--- config.mk ---
export PLATFORM = sky130hd
export DESIGN_NAME = onehot_rr_arbiter
export DESIGN_NICKNAME = d
export VERILOG_FILES = /design/src/rtl/onehot_rr_arbiter.sv
export SDC_FILE = /design/constraint.sdc
export NUM_CORES = 1
export LEC_CHECK = 0
export CORE_UTILIZATION = 48
export CTS_CLUSTER_DIAMETER = 50
export DETAILED_ROUTE_END_ITERATION = 12
export PLACE_DENSITY = 0.86
export SLEW_MARGIN = 40
export SYNTH_ARGS = -nofsm -noshare
export SYNTH_HDL_FRONTEND = slang
export SYNTH_SLANG_ARGS = --single-unit
--- constraint.sdc ---
create_clock -name clk -period 4.4 [get_ports clk]
set_input_delay 0.88 -clock clk [delete_from_list [all_inputs] [get_ports clk]]
set_output_delay 0.88 -clock clk [all_outputs]
set_load 0.005 [all_outputs]
--- src/rtl/onehot_rr_arbiter.sv ---
// Round-robin feeder for a 3-way one-hot registered mux. It holds one buffered
// word per source, grants one slot per cycle, and flags the mux output one cycle later.
module onehot_rr_arbiter #(
  parameter int WIDTH = 16,
  parameter int N     = 3
) (
  input  logic             clk,
  input  logic             rst,
  input  logic [N-1:0]     req_valid,
  input  logic [WIDTH-1:0] req_data [N-1:0],
  output logic [N-1:0]     req_ready,
  input  logic             stall,
  output logic [WIDTH-1:0] mux_in [N-1:0],
  output logic [N-1:0]     mux_en,
  output logic             out_valid
);

  localparam int PW = (N > 1) ? $clog2(N) : 1;

  logic [N-1:0]     r_slot_v;
  logic [WIDTH-1:0] r_slot_d [N-1:0];
  logic [PW-1:0]    r_ptr;
  logic             r_out_valid;

  logic [N-1:0]     w_grant;
  logic [PW-1:0]    w_gidx;
  logic [PW-1:0]    w_ptr_nxt;

  // Grant selection: first valid slot scanning from ptr with wrap. Gated by
  // reset as well as stall so nothing is offered to the mux while resetting.
  always_comb begin : p_grant
    int   idx;
    logic found;
    w_grant = '0;
    w_gidx  = '0;
    found   = 1'b0;
    idx     = 0;
    if (!rst && !stall && (|r_slot_v)) begin
      for (int k = 0; k < N; k++) begin
        idx = int'(r_ptr) + k;
        if (idx >= N) begin
          idx = idx - N;
        end else begin
          idx = idx;
        end
        if (!found && r_slot_v[idx[PW-1:0]]) begin
          found                 = 1'b1;
          w_grant[idx[PW-1:0]]  = 1'b1;
          w_gidx                = idx[PW-1:0];
        end else begin
          found = found;
        end
      end
    end else begin
      w_grant = '0;
    end
  end

  // Pointer advance: one past the granted slot, wrapping at N-1.
  always_comb begin : p_ptr_nxt
    if (w_gidx == PW'(N - 1)) begin
      w_ptr_nxt = '0;
    end else begin
      w_ptr_nxt = w_gidx + 1'b1;
    end
  end

  // Slot storage, round-robin pointer and output-valid pipeline stage.
  always_ff @(posedge clk) begin : p_state
    if (rst) begin
      r_slot_v    <= '0;
      r_ptr       <= '0;
      r_out_valid <= 1'b0;
      for (int i = 0; i < N; i++) begin
        r_slot_d[i] <= '0;
      end
    end else begin
      for (int i = 0; i < N; i++) begin
        if (req_valid[i] && req_ready[i]) begin
          r_slot_v[i] <= 1'b1;
          r_slot_d[i] <= req_data[i];
        end else if (w_grant[i]) begin
          r_slot_v[i] <= 1'b0;
        end
      end
      if (|w_grant) begin
        r_ptr <= w_ptr_nxt;
      end
      r_out_valid <= |w_grant;
    end
  end

  // A granted slot frees up this cycle, so it can refill in the same edge.
  assign req_ready = rst ? '1 : (~r_slot_v | w_grant);
  assign mux_en    = w_grant;
  assign mux_in    = r_slot_d;
  assign out_valid = r_out_valid;

endmodule

==> report_table.html <==
<table>
<tr><th>Metric</th><th>Value</th></tr>
<tr><th colspan="2">Route</th></tr>
<tr><td>Residual antenna-violating net count after detailed routing</td><td>0</td></tr>
<tr><td>Avg WL per Cell</td><td>approximately 14 um</td></tr>
<tr><td>1st-pass router iterations</td><td>4</td></tr>
<tr><td>Total length of routed wires</td><td>approximately 6.4 mm</td></tr>
<tr><td>Detailed-route via count</td><td>between 2k and 2.5k</td></tr>
<tr><td>Via/cell ratio</td><td>roughly 5</td></tr>
<tr><td>Final routed DRC violation total</td><td>0</td></tr>
<tr><td>First DRT Iteration DRCs</td><td>just under 90</td></tr>
<tr><th colspan="2">Floorplan</th></tr>
<tr><td>Standard-cell rows</td><td>27</td></tr>
<tr><td>Die Outline Area</td><td>roughly 6200 um^2</td></tr>
<tr><td>Number of top-level pins</td><td>~110</td></tr>
<tr><td>Initial cell density of the core</td><td>between 50% and 60%</td></tr>
<tr><td>Die span in y</td><td>78.9 um</td></tr>
<tr><td>Floorplan die width</td><td>about 79 um</td></tr>
<tr><td>Core area</td><td>about 5600 um^2</td></tr>
<tr><th colspan="2">Timing</th></tr>
<tr><td>Peak Freq</td><td>between 0.2 and 0.3 GHz</td></tr>
<tr><td>Final setup margin</td><td>617 ps</td></tr>
<tr><td>Sum of negative setup slack</td><td>0 ps</td></tr>
<tr><td>Final slew viol count</td><td>0</td></tr>
<tr><td>Final Hold Fails</td><td>0</td></tr>
<tr><td>Number of endpoints failing setup at the final stage</td><td>0</td></tr>
<tr><td>Post-route clock period utilization</td><td>a little under nine tenths</td></tr>
<tr><td>Worst relative slew slack</td><td>53.2%</td></tr>
<tr><td>Transition time at the pin with the least slew margin</td><td>between 700 and 800 ps</td></tr>
<tr><td>Setup repair after global routing missed its margin</td><td>no</td></tr>
<tr><td>Final clock skew</td><td>roughly 4 ps</td></tr>
<tr><td>Fin crit period</td><td>between 3000 and 4000 ps</td></tr>
<tr><th colspan="2">Power and ir drop</th></tr>
<tr><td>Seq pwr share</td><td>about half</td></tr>
<tr><td>Combinational cell fraction of total power</td><td>between 20 and 30%</td></tr>
<tr><td>Total power divided by cell area</td><td>approximately 280 nW/um^2</td></tr>
<tr><td>Pleak</td><td>roughly 1.5 nW</td></tr>
<tr><td>VDD IR-drop max</td><td>~0.17 mV</td></tr>
<tr><td>Relative contribution of the clock network to total power</td><td>roughly 25%</td></tr>
<tr><td>Int Pwr</td><td>between 0.0008 and 0.0009 W</td></tr>
<tr><td>Net load switching power</td><td>slightly below 0.0003 W</td></tr>
<tr><td>Switching power share of the total</td><td>a little over a quarter</td></tr>
<tr><th colspan="2">Final layout</th></tr>
<tr><td>Fin area</td><td>between 3000 and 4000 um^2</td></tr>
<tr><td>Number of nets in the finished design</td><td>444</td></tr>
<tr><td>Count of inserted antenna diode cells</td><td>0</td></tr>
<tr><td>Synth-to-layout area growth</td><td>39.1%</td></tr>
<tr><td>Layout filler cell count</td><td>roughly 470</td></tr>
<tr><td>Fraction of final layout cells with drive strength greater than 1</td><td>under 10%</td></tr>
<tr><td>Commonest cells after routing, fill and taps aside</td><td>107 x sky130_fd_sc_hd__clkdlybuf4s50_1, 98 x sky130_fd_sc_hd__nand2b_1, 54 x sky130_fd_sc_hd__dfxtp_1, 49 x sky130_fd_sc_hd__mux2i_1, 10 x sky130_fd_sc_hd__inv_1</td></tr>
<tr><td>Most common library cell in the layout ignoring fill and taps</td><td>sky130_fd_sc_hd__clkdlybuf4s50_1</td></tr>
<tr><th colspan="2">Min path</th></tr>
<tr><td>Worst Hold Class</td><td>flip-flop to flip-flop</td></tr>
<tr><th colspan="2">Setup path</th></tr>
<tr><td>Slowest cell on the critical path</td><td>sky130_fd_sc_hd__clkdlybuf4s50_1</td></tr>
<tr><td>Launch point of the critical path</td><td>r_ptr[0]$_SDFFE_PP0P_</td></tr>
<tr><td>End point of the critical path</td><td>req_ready[1]</td></tr>
<tr><td>Setup crit end kind</td><td>output pin</td></tr>
<tr><td>Destination of the worst register-to-register timing path</td><td>mux_in[17]$_SDFFE_PP0P_</td></tr>
<tr><td>Number of buffers and inverters on the critical path</td><td>2</td></tr>
<tr><td>CP peak stage delay</td><td>between 400 and 500 ps</td></tr>
<tr><td>Endpoint arrival time on the critical path</td><td>around 2900 ps</td></tr>
<tr><td>Logic depth of the worst register-to-register path</td><td>8</td></tr>
<tr><td>Chain of cells forming the critical path</td><td>inv_1, ha_1, or3b_1, o22ai_2, nand3_2, a41oi_2, or3_2, clkdlybuf4s50_1</td></tr>
<tr><td>Number of logic stages on the critical path including buffering</td><td>8</td></tr>
<tr><td>Critical path class</td><td>flip-flop to output pin</td></tr>
<tr><td>Worst R2R Setup Slack</td><td>about 1600 ps</td></tr>
<tr><td>Kind of cell adding the most delay to the critical path</td><td>simple AND/OR/NAND/NOR gates</td></tr>
<tr><td>Type of origin of the critical path</td><td>flip-flop</td></tr>
<tr><td>Largest driver fanout on the critical path</td><td>10</td></tr>
<tr><td>Worst R2R Start</td><td>r_ptr[0]$_SDFFE_PP0P_</td></tr>
<tr><td>Required time worst endpoint</td><td>between 3000 and 4000 ps</td></tr>
<tr><th colspan="2">Clock tree</th></tr>
<tr><td>Number of gates given a new drive strength after cts</td><td>0</td></tr>
<tr><td>Hold bufs inserted after CTS</td><td>0</td></tr>
<tr><td>Post-CTS setup-driven buffer insertion count</td><td>0</td></tr>
<tr><td>CTS Root Cell</td><td>sky130_fd_sc_hd__clkbuf_8</td></tr>
<tr><td>Total clock buffers created by CTS</td><td>5</td></tr>
<tr><td>H-tree levels</td><td>2</td></tr>
<tr><td>Maximum clock insertion buffer count</td><td>2</td></tr>
<tr><td>CTS clock-pin slew for the worst setup and hold paths</td><td>90 ps</td></tr>
<tr><td>CTS Sinks</td><td>54</td></tr>
<tr><td>TritonCTS clock tree</td><td>done</td></tr>
<tr><td>Worst-Skew Late Latency</td><td>about 300 ps</td></tr>
<tr><th colspan="2">Place</th></tr>
<tr><td>Pre-CTS setup slack</td><td>approximately 720 ps</td></tr>
<tr><td>Last weighted congestion value of the routability-driven placer</td><td>approximately 0.8</td></tr>
<tr><td>Post-detail-place hpwl</td><td>4.58 mm</td></tr>
<tr><td>Total placed instance area</td><td>between 3000 and 4000 um^2</td></tr>
<tr><td>Total of buffers placed on input and output ports</td><td>roughly 110</td></tr>
<tr><th colspan="2">Global routing</th></tr>
<tr><td>Antenna violations before repair</td><td>0</td></tr>
<tr><td>Global-route wire length before repair</td><td>~11 mm</td></tr>
<tr><td>Maximum number of pins on one net before global-route repair</td><td>107</td></tr>
<tr><td>Number of global-route vias before repair</td><td>roughly 2.4k</td></tr>
<tr><td>Total global-route track usage</td><td>between 20% and 30%</td></tr>
<tr><td>Overall overflow remaining after global route</td><td>0</td></tr>
<tr><th colspan="2">Yosys</th></tr>
<tr><td>Cell count after synthesis</td><td>290</td></tr>
<tr><td>Simple logic cell fraction of the synthesized area</td><td>between 20% and 30%</td></tr>
<tr><td>Count of flip-flops with a built-in enable after synthesis</td><td>0</td></tr>
<tr><td>Mapped Nets</td><td>between 300 and 400</td></tr>
<tr><td>Distinct cells, synth</td><td>45</td></tr>
<tr><td>Post-Synth XOR/XNOR Area</td><td>0%</td></tr>
<tr><td>Synth Area in Compound Gates</td><td>under 10%</td></tr>
<tr><td>Dominant combinational cell family by area after synthesis</td><td>simple AND/OR/NAND/NOR gates</td></tr>
<tr><td>Most instantiated flip-flop cell in the synthesis netlist</td><td>sky130_fd_sc_hd__dfxtp_1</td></tr>
<tr><td>Fraction of the mapped netlist area in adder cells</td><td>about 1.8%</td></tr>
<tr><td>Share of synthesized flip-flops with an asynchronous set or reset</td><td>0%</td></tr>
<tr><td>Number of warning messages in the yosys log</td><td>0</td></tr>
<tr><td>Sequential share of the synthesized area</td><td>between 30% and 40%</td></tr>
<tr><td>Proportion of synthesized area in mux cells</td><td>a little under a fifth</td></tr>
<tr><td>Mean instance size in the synthesized netlist</td><td>roughly 9.8 um^2</td></tr>
<tr><td>Total standard cell area after synthesis</td><td>between 2000 and 3000 um^2</td></tr>
<tr><td>Flops &amp; latches, synth</td><td>54</td></tr>
<tr><th colspan="2">Run status</th></tr>
<tr><td>Result of the run</td><td>complete, no violations</td></tr>
<tr><th colspan="2">Job</th></tr>
<tr><td>Number of max-cap violations</td><td>0</td></tr>
</table>
[stage by stage]
stage	total power, W	util [%]	instances	hold slack (ps)
2_1_floorplan	0.000710	-	290	465
3_3_place_gp	0.000834	68.9	451	457
3_5_place_dp	0.000840	68.9	451	464
4_1_cts	0.00111	70.4	458	482
5_1_grt	0.00116	70.4	458	497
6_report	0.00110	70.4	458	478
[worst reg2reg max path: cells and delay by family (launching register included)]
family / cells / cell delay, ps
compound gates: 3 / 1070
fa+ha+maj: 1 / 420
buf+inv: 1 / 80
flops: 1 / 370
mux: 1 / 250
simple gates: 2 / 500
[cell type report]
type | count | area (um^2) | area share, %
sequential | 54 | 1080 | 27.4
clock buffer | 6 | 72.6 | 1.84
inverter | 10 | 37.5 | 0.951
multi-input combinational | 204 | 1560 | 39.5
clock inverter | 1 | 7.51 | 0.190
tap | 72 | 90.1 | 2.28
timing repair buffer | 111 | 1100 | 27.8
[layer usage]
layer / vias up / part of all wire, % / track usage (%)
met1: 1075 / 43 / 25.8
met5: - / 0 / 0
met4: 0 / 1.1 / 6.18
li1: 1145 / - / -
met3: 8 / 8.7 / 8.74
met2: 82 / 47 / 36.6
[cells by family (layout without fill, tap and decap cells)]
group,after synthesis,after routing
multiplexers,51,51
adder cells (fa/ha/maj),4,4
flip-flops,54,54
buffers and inverters,32,128
AND/OR/NAND/NOR,122,122
AO/OA/AOI/OAI,27,27
[power groups by stage]
stage	Combinational [W]	Sequential, W	Clock, W
final	0.000281	0.000547	0.000271
after global routing	0.000306	0.000552	0.000303
after CTS	0.000283	0.000548	0.000279
after detailed placement	0.000281	0.000559	0
after global placement	0.000278	0.000557	0
after floorplan	0.000152	0.000559	0
[state kept, by name, summed over array words and instances, names as in the netlist]
name and flops:
out_valid 1, r_ptr 2, mux_in 48, r_slot_v 3
[cell usage after synthesis (2+ instances only)]
cell	number	area share (%)
sky130_fd_sc_hd__nand2b_1	98	22
sky130_fd_sc_hd__dfxtp_1	54	38
sky130_fd_sc_hd__mux2i_1	49	17
sky130_fd_sc_hd__clkbuf_1	13	1.7
sky130_fd_sc_hd__inv_1	10	1.3
sky130_fd_sc_hd__o21ai_0	6	1.1
sky130_fd_sc_hd__buf_6	5	2.0
sky130_fd_sc_hd__a21oi_1	4	0.71
sky130_fd_sc_hd__ha_1	4	1.8
sky130_fd_sc_hd__nand2_1	3	0.40
sky130_fd_sc_hd__nor3_1	3	0.53
sky130_fd_sc_hd__or3_1	3	0.66
sky130_fd_sc_hd__and2b_1	2	0.53
sky130_fd_sc_hd__buf_8	2	1.1
sky130_fd_sc_hd__nor2_1	2	0.26
sky130_fd_sc_hd__nor2b_1	2	0.44
sky130_fd_sc_hd__o21a_1	2	0.53
[worst min path at each step]
stage	endpoint	slack (ps)	startpoint	cells past startpoint
detailed placement	mux_in[43]$_SDFFE_PP0P_	460	mux_in[43]$_SDFFE_PP0P_	2
finish	mux_in[43]$_SDFFE_PP0P_	480	mux_in[43]$_SDFFE_PP0P_	2
floorplan	mux_in[0]$_SDFFE_PP0P_	460	mux_in[0]$_SDFFE_PP0P_	2
global placement	mux_in[11]$_SDFFE_PP0P_	460	mux_in[11]$_SDFFE_PP0P_	2
CTS	mux_in[43]$_SDFFE_PP0P_	480	mux_in[43]$_SDFFE_PP0P_	2
global route	mux_in[0]$_SDFFE_PP0P_	500	mux_in[0]$_SDFFE_PP0P_	2
(Power assumes the default switching activity.)
